$ cat config.mk
export PLATFORM = sky130hd
export DESIGN_NAME = seq_divmod
export DESIGN_NICKNAME = d
export VERILOG_FILES = /design/src/rtl/divmod_pkg.sv /design/src/rtl/divmod_step.sv /design/src/rtl/seq_divmod.sv
export SDC_FILE = /design/constraint.sdc
export NUM_CORES = 1
export LEC_CHECK = 0
export CAP_MARGIN = 20
export CORE_MARGIN = 2
export CORE_UTILIZATION = 51
export CTS_BUF_LIST = sky130_fd_sc_hd__clkbuf_4
export CTS_CLUSTER_DIAMETER = 60
export DETAILED_ROUTE_END_ITERATION = 8
export MAX_ROUTING_LAYER = met4
export PLACE_DENSITY = 0.74
export SLEW_MARGIN = 40
export SYNTH_ARGS = -nofsm -noshare
export SYNTH_HDL_FRONTEND = slang
export SYNTH_SLANG_ARGS = --single-unit
$ cat constraint.sdc
create_clock -name Clk -period 4.55 [get_ports Clk]
set_input_delay 0.91 -clock Clk [delete_from_list [all_inputs] [get_ports Clk]]
set_output_delay 0.91 -clock Clk [all_outputs]
set_load 0.02 [all_outputs]
$ cat src/rtl/divmod_pkg.sv
`default_nettype none
// ============================================================================
//  Module   : divmod_pkg
//  Purpose  : Shared definitions for the sequential divider: FSM state
//             encoding and the step-counter width helper.
//  Contents : state_t   - IDLE / CALC / FIX / DONE
//             cnt_width - counter width able to hold DATAWIDTH,
//                         i.e. CNT_W = $clog2(DATAWIDTH+1)
//  Revision : 1.0 - initial release
// ============================================================================
package divmod_pkg;

    typedef enum logic [1:0] {
        IDLE = 2'd0,
        CALC = 2'd1,
        FIX  = 2'd2,
        DONE = 2'd3
    } state_t;

    function automatic int cnt_width(input int dw);
        return $clog2(dw + 1);
    endfunction

endpackage
`default_nettype wire

$ cat src/rtl/divmod_step.sv
`default_nettype none
// ============================================================================
//  Module   : divmod_step
//  Purpose  : One combinational restoring-division step. The partial
//             remainder and quotient shift left together as a single
//             register pair. The divisor is subtracted from the shifted
//             remainder; when the result is non-negative it is kept and a 1
//             enters the quotient.
//  Ports    : rem_in   [WIDTH:0]   partial remainder before the step
//             quo_in   [WIDTH-1:0] partial quotient / remaining dividend bits
//             divisor  [WIDTH-1:0] divisor magnitude
//             rem_out  [WIDTH:0]   partial remainder after the step
//             quo_out  [WIDTH-1:0] partial quotient after the step
//  Revision : 1.0 - initial release
// ============================================================================
module divmod_step #(
    parameter int WIDTH = 16
) (
    input  logic [WIDTH:0]   rem_in,
    input  logic [WIDTH-1:0] quo_in,
    input  logic [WIDTH-1:0] divisor,
    output logic [WIDTH:0]   rem_out,
    output logic [WIDTH-1:0] quo_out
);

    // One extra bit of headroom so the shift never loses the remainder MSB.
    logic [WIDTH+1:0] shifted;
    logic [WIDTH+1:0] trial;
    logic             take;

    assign shifted = {rem_in, quo_in[WIDTH-1]};
    assign trial   = shifted - {2'b00, divisor};
    assign take    = (shifted >= {2'b00, divisor});

    // The remainder always stays below the divisor, so the top bit of the
    // widened value is zero and truncation is lossless.
    assign rem_out = (WIDTH+1)'(take ? trial : shifted);
    assign quo_out = {quo_in[WIDTH-2:0], take};

endmodule
`default_nettype wire

$ cat src/rtl/seq_divmod.sv
`default_nettype none
// ============================================================================
//  Module   : seq_divmod
//  Purpose  : Multi-cycle iterative divider producing quotient (truncated
//             toward zero) and remainder (sign of dividend) of a/b, with
//             signed/unsigned mode, divide-by-zero flag and valid/ready
//             handshakes on both sides. One operation is in flight at a time.
//  Ports    : Clk       clock, rising edge
//             Rst       synchronous active-low reset
//             in_valid  / in_ready   operand handshake
//             a, b      dividend, divisor
//             sgn       1 = two's-complement signed, 0 = unsigned
//             out_valid / out_ready  result handshake
//             q, r      quotient, remainder (registered)
//             dz        divide-by-zero flag for this result
//  Revision : 1.0 - initial release
// ============================================================================
module seq_divmod
    import divmod_pkg::*;
#(
    parameter int DATAWIDTH = 16
) (
    input  logic                 Clk,
    input  logic                 Rst,
    input  logic                 in_valid,
    output logic                 in_ready,
    input  logic [DATAWIDTH-1:0] a,
    input  logic [DATAWIDTH-1:0] b,
    input  logic                 sgn,
    output logic                 out_valid,
    input  logic                 out_ready,
    output logic [DATAWIDTH-1:0] q,
    output logic [DATAWIDTH-1:0] r,
    output logic                 dz
);

    localparam int                CNT_W     = cnt_width(DATAWIDTH);
    localparam logic [CNT_W-1:0]  LAST_STEP = CNT_W'(DATAWIDTH - 1);
    localparam logic [CNT_W-1:0]  CNT_ONE   = CNT_W'(1);

    state_t                 state;
    state_t                 state_next;

    logic [CNT_W-1:0]       cnt;
    logic [DATAWIDTH:0]     rem;
    logic [DATAWIDTH-1:0]   quo;
    logic [DATAWIDTH-1:0]   divisor;
    logic                   sign_q;
    logic                   sign_r;

    logic [DATAWIDTH:0]     rem_step;
    logic [DATAWIDTH-1:0]   quo_step;

    logic                   accept;
    logic                   b_zero;
    logic                   a_neg;
    logic                   b_neg;
    logic [DATAWIDTH-1:0]   a_mag;
    logic [DATAWIDTH-1:0]   b_mag;

    // Status outputs decode the state register only: no input-to-output path.
    assign in_ready  = (state == IDLE);
    assign out_valid = (state == DONE);

    assign accept = in_valid && (state == IDLE);
    assign b_zero = (b == '0);

    // The magnitude of the most negative value is 2^(DATAWIDTH-1), which is
    // still representable as an unsigned DATAWIDTH-bit number, so MIN/-1
    // needs no special handling and wraps back to MIN after correction.
    assign a_neg = sgn & a[DATAWIDTH-1];
    assign b_neg = sgn & b[DATAWIDTH-1];
    assign a_mag = a_neg ? ({DATAWIDTH{1'b0}} - a) : a;
    assign b_mag = b_neg ? ({DATAWIDTH{1'b0}} - b) : b;

    divmod_step #(
        .WIDTH   (DATAWIDTH)
    ) u_step (
        .rem_in  (rem),
        .quo_in  (quo),
        .divisor (divisor),
        .rem_out (rem_step),
        .quo_out (quo_step)
    );

    always_ff @(posedge Clk) begin
        if (!Rst) begin
            state <= IDLE;
        end else begin
            state <= state_next;
        end
    end

    always_comb begin
        state_next = state;
        case (state)
            IDLE: begin
                if (accept) begin
                    state_next = b_zero ? DONE : CALC;
                end
            end
            CALC: begin
                if (cnt == LAST_STEP) begin
                    state_next = FIX;
                end
            end
            FIX: begin
                state_next = DONE;
            end
            DONE: begin
                if (out_ready) begin
                    state_next = IDLE;
                end
            end
            default: begin
                state_next = IDLE;
            end
        endcase
    end

    always_ff @(posedge Clk) begin
        if (!Rst) begin
            cnt     <= '0;
            rem     <= '0;
            quo     <= '0;
            divisor <= '0;
            sign_q  <= 1'b0;
            sign_r  <= 1'b0;
            q       <= '0;
            r       <= '0;
            dz      <= 1'b0;
        end else begin
            case (state)
                IDLE: begin
                    if (accept) begin
                        if (b_zero) begin
                            // Divide by zero bypasses the iteration entirely.
                            q  <= '1;
                            r  <= a;
                            dz <= 1'b1;
                        end else begin
                            cnt     <= '0;
                            rem     <= '0;
                            quo     <= a_mag;
                            divisor <= b_mag;
                            sign_q  <= a_neg ^ b_neg;
                            sign_r  <= a_neg;
                        end
                    end
                end
                CALC: begin
                    rem <= rem_step;
                    quo <= quo_step;
                    cnt <= cnt + CNT_ONE;
                end
                FIX: begin
                    q  <= sign_q ? ({DATAWIDTH{1'b0}} - quo) : quo;
                    r  <= sign_r ? ({DATAWIDTH{1'b0}} - rem[DATAWIDTH-1:0])
                                 : rem[DATAWIDTH-1:0];
                    dz <= 1'b0;
                end
                default: begin
                    // DONE: results held stable until accepted.
                end
            endcase
        end
    end

endmodule
`default_nettype wire

==> impl_metrics.yaml, run 1 <==
floorplanning:
  core_sq_mm: 0.0113
  pin_count: 72
  die_y_microns: 111
  die_w_microns: 111
  design.die.area_sq_mm: 0.0124
  rows: 39
  start_util_pct: 51.8
global_route:
  grt_pass1_vias: 5209
  antenna_found_initial: 0
  grt.met3_usage_pct: 5.25
  grt.total_usage_pct: 25.0
  grt_busiest_layer: "met2"
  use_met1_pct: 32.7
  grt-ovfl-total: 0
  grt_use_met2_pct: 39.3
  grt_pass1_wl_microns: 25000
  grt_max_degree: 59
critical_path:
  worstPathArrival_ns: 3.80
  cp_max_fo: 20
  critPathRequiredTime_ns: 4.93
  start_kind: "primary input"
  reg2reg_depth: 11
  crit_path_end_kind: "flip-flop"
  critPathKind: "in -> reg"
power:
  power.total_uw: 4110
  intPower_uw: 2130
  seqPwrFrac_pct: 29.1
  clkPwrFrac_pct: 12.7
  peakVddDrop_mv: 0.408
  combinationalPowerShare_pct: 58.2
  sw_frac_of_total_pct: 48.1
  switching_power_uw: 1980
  leakagePower_uw: 0.00273
  powerDensity_mw_per_mm2: 604
logic_synthesis:
  yosys.area.top_type_share_pct: 31.1
  ys_types: 67
  synth_area_sq_mm: 0.00586
  yosysSeqAreaShare_pct: 31.1
  syn-num-nets: 795
  ys_ff_latch: 91
  synthFlopType: "dfxtp_1"
  ys_async_sr_fraction_pct: 0
  netlist_instances: 731
  ys_warn_count: 0
  synth_top_cell_by_area: "dfxtp_1"
  synth_edf_count: 0
  avgSynthCellArea_sq_um: 8.02
  synthTopCellsByArea: "dfxtp_1, nand2_1, ha_1, xor2_1, xnor2_1"
cts:
  clk_latency_ns: 0.46
  cts_setup_buffers: 0
  cts_tree: "yes"
  path_clk_slew_ns: 0.14
  cts-hold-fix-buffers: 0
  post_cts_resized: 0
  cts_num_sinks: 91
  htree_num_levels: 3
  cts_buffer_depth: 2
  cts_root_buffer: "clkbuf_4"
  cts_inserted_buffers: 9
placed_design:
  hpwl_microns: 11200
  gp_congestion: 0.903
  portBuffers: 71
  numPlacedInstances: 910
outcome:
  run_status: "finished, final reports clean"
timing:
  rsz0062_at_grt: "no"
  period_share_pct: 75.2
  slew_viol_final: 0
  relSlewSlack_pct: 47.9
  clock_skew_ns: 0.0121
  setup_tns_ns: 0
  fmax_ghz: 0.292
  setup-violations-final: 0
  period_minus_slack_ns: 3.42
  tightest_slew_ns: 0.782
  worst_hold_slack_ns: 0.478
  finalHoldViolCount: 0
detailed_routing:
  drc: 0
  postRouteAntennaNets: 0
  num_vias: 5578
  drt-vias-per-instance: 6.02
  routedWlPerCell_microns: 16.4
  drt_wl_total_microns: 15200
  drt_first_pass_iters: 5
  drt_iter0_markers: 420
job:
  cap_violations: 0
finish:
  fin_util_pct: 60.1
  drive_gt1_share_pct: 5.61
  nets: 843
  n_antenna_cell: 0
  syn_to_final_growth_pct: 16.1
  layout_commonest_cell: "nand2_1"
  finalNonFillerCells: 927
  final_cell_mix: "nand2_1, dfxtp_1, clkdlybuf4s50_1, a21oi_1, o21ai_0"
  nFillCells: 1041
min_path:
  holdPathStages: 2
  hold_path.class: "reg -> reg"
==> per-layer routing <==
layer	share of wire (%)	vias up	wire, microns
met3	6.6	26	1010
li1	-	2726	-
met2	46	181	6960
met5	0	-	0
met4	1.7	0	263
met1	46	2645	6960
==> cells by family after synthesis <==
kind of cell    after synthesis  share of synthesized area [%]
xor+xnor                     69                           10.3
mux                           9                           1.54
fa+ha+maj                    27                           5.89
flops                        91                           31.1
buf+inv                      76                           5.36
simple gates                232                           18.2
compound gates              227                           27.6
==> area by class of cell <==
class	instances	area, sq um	share of cell area [%]
sequential	91	1820	26.8
clock buffer	9	67.6	0.994
multi-input combinational	564	3730	54.9
clock inverter	7	97.6	1.44
inverter	34	128	1.88
timing repair buffer	79	773	11.4
tap	143	179	2.63
==> registers in the layout (all words and copies together) (netlist names) <==
register	count
state	2
r	16
divisor	16
quo	16
rem	17
sign_r	1
dz	1
cnt	5
q	16
sign_q	1
==> synthesized netlist by cell type, drive strengths merged, types with 12 or more instances <==
master	instances
xor2	37
nand3	37
buf	14
o31ai	13
o21ai	52
nand2	108
o211ai	13
ha	26
inv	32
dfxtp	91
o211a	23
xnor2	32
a21oi	50
o41ai	12
nor2	36
clkbuf	28
==> stage by stage <==
step	setup slack (ns)	area (sq um)
floorplan	1.97	5860
global placement	0.804	6620
detailed placement	0.648	6620
CTS	1.14	6790
global route	0.894	6800
finish	1.13	6800
==> worst paths after layout <==
check,end,slack (ns),from
min,rem[16],0.48,rem[16]
max reg2reg,rem[0],1.56,quo[15]
min reg2reg,rem[16],0.48,rem[16]
max,rem[14],1.13,b[0]
==> critical path: stages <==
cell	delay (ns)
clkdlybuf4s50_1	0.53
inv_1	0.06
ha_1	0.25
nor4b_1	0.17
and4b_1	0.26
o21ai_1	0.44
and3_1	0.69
nand2_1	0.27
o21ai_0	0.23
==> power by group through the flow <==
stage | Sequential (uW) | Combinational, uW | Clock, uW
6_report | 1190 | 2390 | 520
5_1_grt | 1220 | 2620 | 564
4_1_cts | 1190 | 2370 | 534
3_5_place_dp | 1210 | 2360 | 0
3_3_place_gp | 1200 | 2310 | 0
2_1_floorplan | 1200 | 1810 | 0
Note: power is estimated with default switching activity, not from simulation.
==> run 2: changes to the inputs <==
--- a/config.mk
+++ b/config.mk
@@ -12,7 +12,7 @@
 export CTS_CLUSTER_DIAMETER = 60
 export DETAILED_ROUTE_END_ITERATION = 8
 export MAX_ROUTING_LAYER = met4
-export PLACE_DENSITY = 0.74
+export PLACE_DENSITY = 0.77
 export SLEW_MARGIN = 40
 export SYNTH_ARGS = -nofsm -noshare
 export SYNTH_HDL_FRONTEND = slang
==> constraint.sdc (replaced) <==
create_clock -name Clk -period 2.95 [get_ports Clk]
set_input_delay 0.59 -clock Clk [delete_from_list [all_inputs] [get_ports Clk]]
set_output_delay 0.59 -clock Clk [all_outputs]
set_load 0.02 [all_outputs]
==> run 2 against run 1 <==
Sequential power increased by 55%. Utilization is 1.6 points higher. Via count is 3.0% higher. Hold slack worse by 0.012 ns. Count of clock-buffer cells in the layout unchanged. Cell area rose by 2.6%. Power increased by 60%. First-iteration DRC count is 3.1% higher. Global-route usage up 1.4 points. Critical path depth is 6 lower. Clock skew is 0.0093 ns higher.
==> impl_metrics.yaml, run 2 (synthesis results as in run 1) <==
timing:
  rsz0062_at_grt: "no"
  slew_viol_final: 0
  finalHoldViolCount: 0
  setup_ws_ns: 0.233
  period_share_pct: 92.1
  period_minus_slack_ns: 2.72
  clock_skew_ns: 0.0215
  setup-violations-final: 0
  worst_hold_slack_ns: 0.466
  relSlewSlack_pct: 58.5
  tightest_slew_ns: 0.622
  fmax_ghz: 0.368
global_route:
  grt_max_degree: 38
  grt_pass1_wl_microns: 26300
  grt.total_usage_pct: 26.4
  grt-ovfl-total: 0
  grt_pass1_vias: 5394
  antenna_found_initial: 1
finish:
  layout_commonest_cell: "nand2_1"
  regArea_sq_mm: 0.00182
  nets: 863
  top_register: "rem"
  drive_gt1_share_pct: 7.96
  fin_util_pct: 61.7
  final_area_sq_mm: 0.00698
  multi_input_area_sq_mm: 0.00376
  final_cell_mix: "nand2_1, dfxtp_1, clkdlybuf4s50_1, a21oi_1, o21ai_0"
  nFillCells: 1034
  syn_to_final_growth_pct: 19.1
  largest_register_ffs: 17
detailed_routing:
  drt_wl_total_microns: 15800
  drt_first_pass_iters: 5
  drt-vias-per-instance: 6.06
  postRouteAntennaNets: 0
  num_vias: 5744
  drt_iter0_markers: 433
  routedWlPerCell_microns: 16.6
  drc: 0
critical_path:
  cp_max_fo: 11
  critPathRequiredTime_ns: 2.36
  critical-path-slowest-cell: "clkdlybuf4s50_1"
  worstPathArrival_ns: 2.13
  start_kind: "flip-flop"
  crit_path_max_incr_delay_ns: 0.71
  crit_path_end_kind: "primary output"
  critPathKind: "reg -> out"
  crit_chain: "inv_1 > ha_1 > clkdlybuf4s50_1"
floorplanning:
  die_y_microns: 111
  rows: 39
  pin_count: 72
  core_sq_mm: 0.0113
  design.die.area_sq_mm: 0.0124
  start_util_pct: 51.8
  die_w_microns: 111
cts:
  htree_num_levels: 3
  clk_latency_ns: 0.48
  cts_tree: "yes"
  cts_root_buffer: "clkbuf_4"
  cts_inserted_buffers: 9
  cts_buffer_depth: 2
  cts_num_sinks: 91
  cts-hold-fix-buffers: 0
  path_clk_slew_ns: 0.15
outcome:
  run_status: "finished, final reports clean"
min_path:
  hold_path.class: "reg -> reg"
placed_design:
  portBuffers: 71
  post_dp_cell_area_sq_mm: 0.00682
  dpl_worst_slack_ns: -0.0503
  gp_congestion: 0.958
  hpwl_microns: 11800
power:
  powerDensity_mw_per_mm2: 940
  leakagePower_uw: 0.00284
  peakVddDrop_mv: 0.575
  power.total_uw: 6560
job:
  cap_violations: 0
==> run 2: cell count changes in the layout (fill, tap and decap cells not counted), sizes merged <==
cell	change
clkinv	+2
buf	+20
diode	+1
bufinv	-1
clkinvlp	-1
==> run 2: layout make-up <==
cell class / instances / share of cell area (%)
antenna: 1 / 0.0358
clock buffer: 9 / 0.968
clock inverter: 7 / 1.04
inverter: 34 / 1.83
multi-input combinational: 564 / 53.8
sequential: 91 / 26.1
tap: 143 / 2.56
timing repair buffer: 99 / 13.7
==> run 2: worst paths after layout <==
kind	to	startpoint	cells past startpoint	slack, ns
worst min-delay path	rem[16]	rem[16]	2	0.47
worst max register to register	rem[8]	quo[15]	12	0.25
worst min register to register	rem[16]	rem[16]	2	0.47
worst max-delay path	in_ready	state[1]	3	0.23
==> run 2: stage by stage <==
step / setup TNS [ns] / cells
5_1_grt: 0 / 948
2_1_floorplan: 0 / 731
6_report: 0 / 948
3_3_place_gp: 0 / 931
4_1_cts: 0 / 947
3_5_place_dp: -0.168 / 931
==> run 2: per-layer routing <==
layer / routed length (microns) / part of all wire (%) / track usage (%)
met3: 890 / 5.7 / 3.01
met4: 464 / 2.9 / 11.8
met1: 7110 / 45 / 34.0
met5: 0 / 0 / -
met2: 7290 / 46 / 42.0
==> run 2: critical path: cells and delay by family (launching register included) <==
kind / cells / cell delay (ns)
adders and majority gates: 1 / 0.47
buffers and inverters: 2 / 0.80
DFF: 1 / 0.37
==> run 2: report_power, final <==
group	leakage, uW	total, uW	switching (uW)	internal [uW]
Clock	0.0000764	734	470	264
Combinational	0.00202	3980	2350	1630
Sequential	0.000741	1840	327	1520
==> run 2: what timing repair did <==
item / CTS / global route
hold endpoints to repair: 0 / 0
gates resized for setup: 0 / 3
endpoints found under the setup margin: 0 / 12
setup buffers: 0 / 0
==> run 3: changes to the inputs <==
--- a/config.mk
+++ b/config.mk
@@ -6,12 +6,12 @@
 export NUM_CORES = 1
 export LEC_CHECK = 0
 export CAP_MARGIN = 20
+export CORE_ASPECT_RATIO = 0.7
 export CORE_MARGIN = 2
 export CORE_UTILIZATION = 51
 export CTS_BUF_LIST = sky130_fd_sc_hd__clkbuf_4
 export CTS_CLUSTER_DIAMETER = 60
 export DETAILED_ROUTE_END_ITERATION = 8
-export MAX_ROUTING_LAYER = met4
 export PLACE_DENSITY = 0.77
 export SLEW_MARGIN = 40
 export SYNTH_ARGS = -nofsm -noshare
==> run 3 against run 2 <==
Count of clock-buffer cells in the layout unchanged. Fmax is 3.6% lower. Clock skew down 0.0038 ns. Sequential cell count did not move. Hold slack improved by 0.0066 ns.
==> impl_metrics.yaml, run 3 (synthesis results as in run 1) <==
timing:
  clock_skew_ns: 0.0177
  finalHoldViolCount: 0
  setup-violations-final: 0
  fmax_ghz: 0.355
  setup_ws_ns: 0.130
  period_minus_slack_ns: 2.82
  slew_viol_final: 0
  tightest_slew_ns: 0.659
  relSlewSlack_pct: 56.0
  rsz0062_at_grt: "no"
  period_share_pct: 95.6
floorplanning:
  design.die.area_sq_mm: 0.0124
  rows: 32
  core_sq_mm: 0.0111
  die_y_microns: 93.7
  pin_count: 72
  start_util_pct: 52.8
  die_w_microns: 132
critical_path:
  crit_path_end_kind: "flip-flop"
  worstPathArrival_ns: 3.21
  critPathRequiredTime_ns: 3.34
  critPathKind: "reg -> reg"
  crit_chain: "inv_1 > ha_1 > inv_1 > fa_1 > a21o_1 > a221oi_2 > a21oi_2 > a22o_1 > a31oi_4 > buf_4 > a32oi_1 > o31ai_1"
  crit_top_cell: "inv_1"
  r2r-end: "rem[8]"
  cpLargestDelayFamily: "compound AO/OA/AOI/OAI gates"
  rrSetupSlack_ns: 0.13
  crit_path_max_incr_delay_ns: 0.40
  crit_buf_inv: 3
  reg2reg_depth: 12
  cp_max_fo: 9
  start_kind: "flip-flop"
  critical-path-slowest-cell: "fa_1"
  r2r-start: "quo[15]"
placed_design:
  portBuffers: 71
  numPlacedInstances: 943
  hpwl_microns: 12700
  post_dp_cell_area_sq_mm: 0.00684
  dpl_worst_slack_ns: -0.0458
  gp_congestion: 0.920
cts:
  cts_buffer_depth: 2
  htree_num_levels: 3
  cts_root_buffer: "clkbuf_4"
  clk_latency_ns: 0.47
  cts_num_sinks: 91
  path_clk_slew_ns: 0.16
  cts_inserted_buffers: 9
  cts_tree: "yes"
finish:
  nets: 868
  drive_gt1_share_pct: 8.78
  nFillCells: 950
  top_register: "rem"
  finalNonFillerCells: 962
  final_cell_mix: "nand2_1, dfxtp_1, clkdlybuf4s50_1, a21oi_1, o21ai_0"
  largest_register_ffs: 17
  syn_to_final_growth_pct: 19.6
  final_area_sq_mm: 0.00701
  n_antenna_cell: 0
  layout_commonest_cell: "nand2_1"
detailed_routing:
  m1WireLength_microns: 7960
  drt_first_pass_iters: 5
  drt-vias-per-instance: 6.04
  drt_iter0_markers: 503
  drc: 0
  wl_met3_microns: 1460
  routedWlPerCell_microns: 17.3
  route.met2.wl_microns: 6980
  num_vias: 5807
  postRouteAntennaNets: 0
  drt_wl_total_microns: 16600
  maxUsedRoutingLayer: "met4"
power:
  powerDensity_mw_per_mm2: 946
  sw_frac_of_total_pct: 48.5
  leakagePower_uw: 0.00284
  clkPwrFrac_pct: 10.0
  peakVddDrop_mv: 0.794
  intPower_uw: 3410
  seqPwrFrac_pct: 27.8
  switching_power_uw: 3220
  combinationalPowerShare_pct: 62.2
min_path:
  holdPathStages: 2
  worstHoldEndpoint: "r[2]"
  hold_path.class: "reg -> reg"
  min_from: "r[2]"
outcome:
  run_status: "finished, final reports clean"
global_route:
  grt_max_degree: 38
  antenna_found_initial: 0
  grt_pass1_vias: 5453
  grt-ovfl-total: 0
  grt_pass1_wl_microns: 27400
  grt.total_usage_pct: 27.5
job:
  cap_violations: 0
-- run 3: power groups by stage --
stage	Combinational [uW]	Sequential, uW	Clock [uW]
3_5_place_dp	3850	1860	0
3_3_place_gp	3760	1840	0
6_report	4120	1840	661
2_1_floorplan	2790	1860	0
4_1_cts	3870	1830	673
5_1_grt	4520	1880	720
-- run 3: worst max-delay path by stage --
stage | startpoint | endpoint | slack, ns | cells after the start
2_1_floorplan | quo[15] | rem[2] | 0.42 | 12
3_3_place_gp | b[1] | rem[12] | 0.09 | 10
3_5_place_dp | b[8] | q[11] | -0.05 | 9
4_1_cts | quo[15] | rem[14] | 0.08 | 11
5_1_grt | quo[15] | rem[11] | 0.01 | 12
6_report | quo[15] | rem[8] | 0.13 | 12
-- run 3: worst min-delay path: cells and delay by family (launching register included) --
family / cells / cell delay, ns
AND/OR/NAND/NOR: 1 / 0.05
flip-flops: 1 / 0.34
AO/OA/AOI/OAI: 1 / 0.06
-- run 3: what timing repair did --
item | in CTS | in global routing
endpoints found under the setup margin | 0 | 9
buffers inserted | 0 | 3
resized for setup | 0 | 2
hold buffers | 0 | 0
-- run 3: cell type report --
type                       count  area (sq um)  share of cell area (%)
inverter                      34           128                    1.82
sequential                    91          1820                    26.0
multi-input combinational    564          3740                    53.5
clock inverter                 7          61.3                   0.875
clock buffer                   9          67.6                   0.964
tap                          153           191                    2.73
timing repair buffer         104           991                    14.1
-- run 3: metal layers --
layer,vias to the layer above,GRT usage (%)
li1,2779,-
met1,2760,40.0
met2,241,41.7
met3,27,5.56
met4,0,6.70
met5,-,0
-- run 3: per-stage QoR --
| stage | power (uW) | util (%) | TNS, ns | hold WS, ns |
|---|---|---|---|---|
| 5_1_grt | 7120 | 63.2 | 0 | 0.494 |
| 2_1_floorplan | 4650 | - | 0 | 0.428 |
| 3_3_place_gp | 5600 | 61.7 | 0 | 0.438 |
| 6_report | 6620 | 63.2 | 0 | 0.472 |
| 3_5_place_dp | 5710 | 61.7 | -0.133 | 0.458 |
| 4_1_cts | 6370 | 62.9 | 0 | 0.476 |
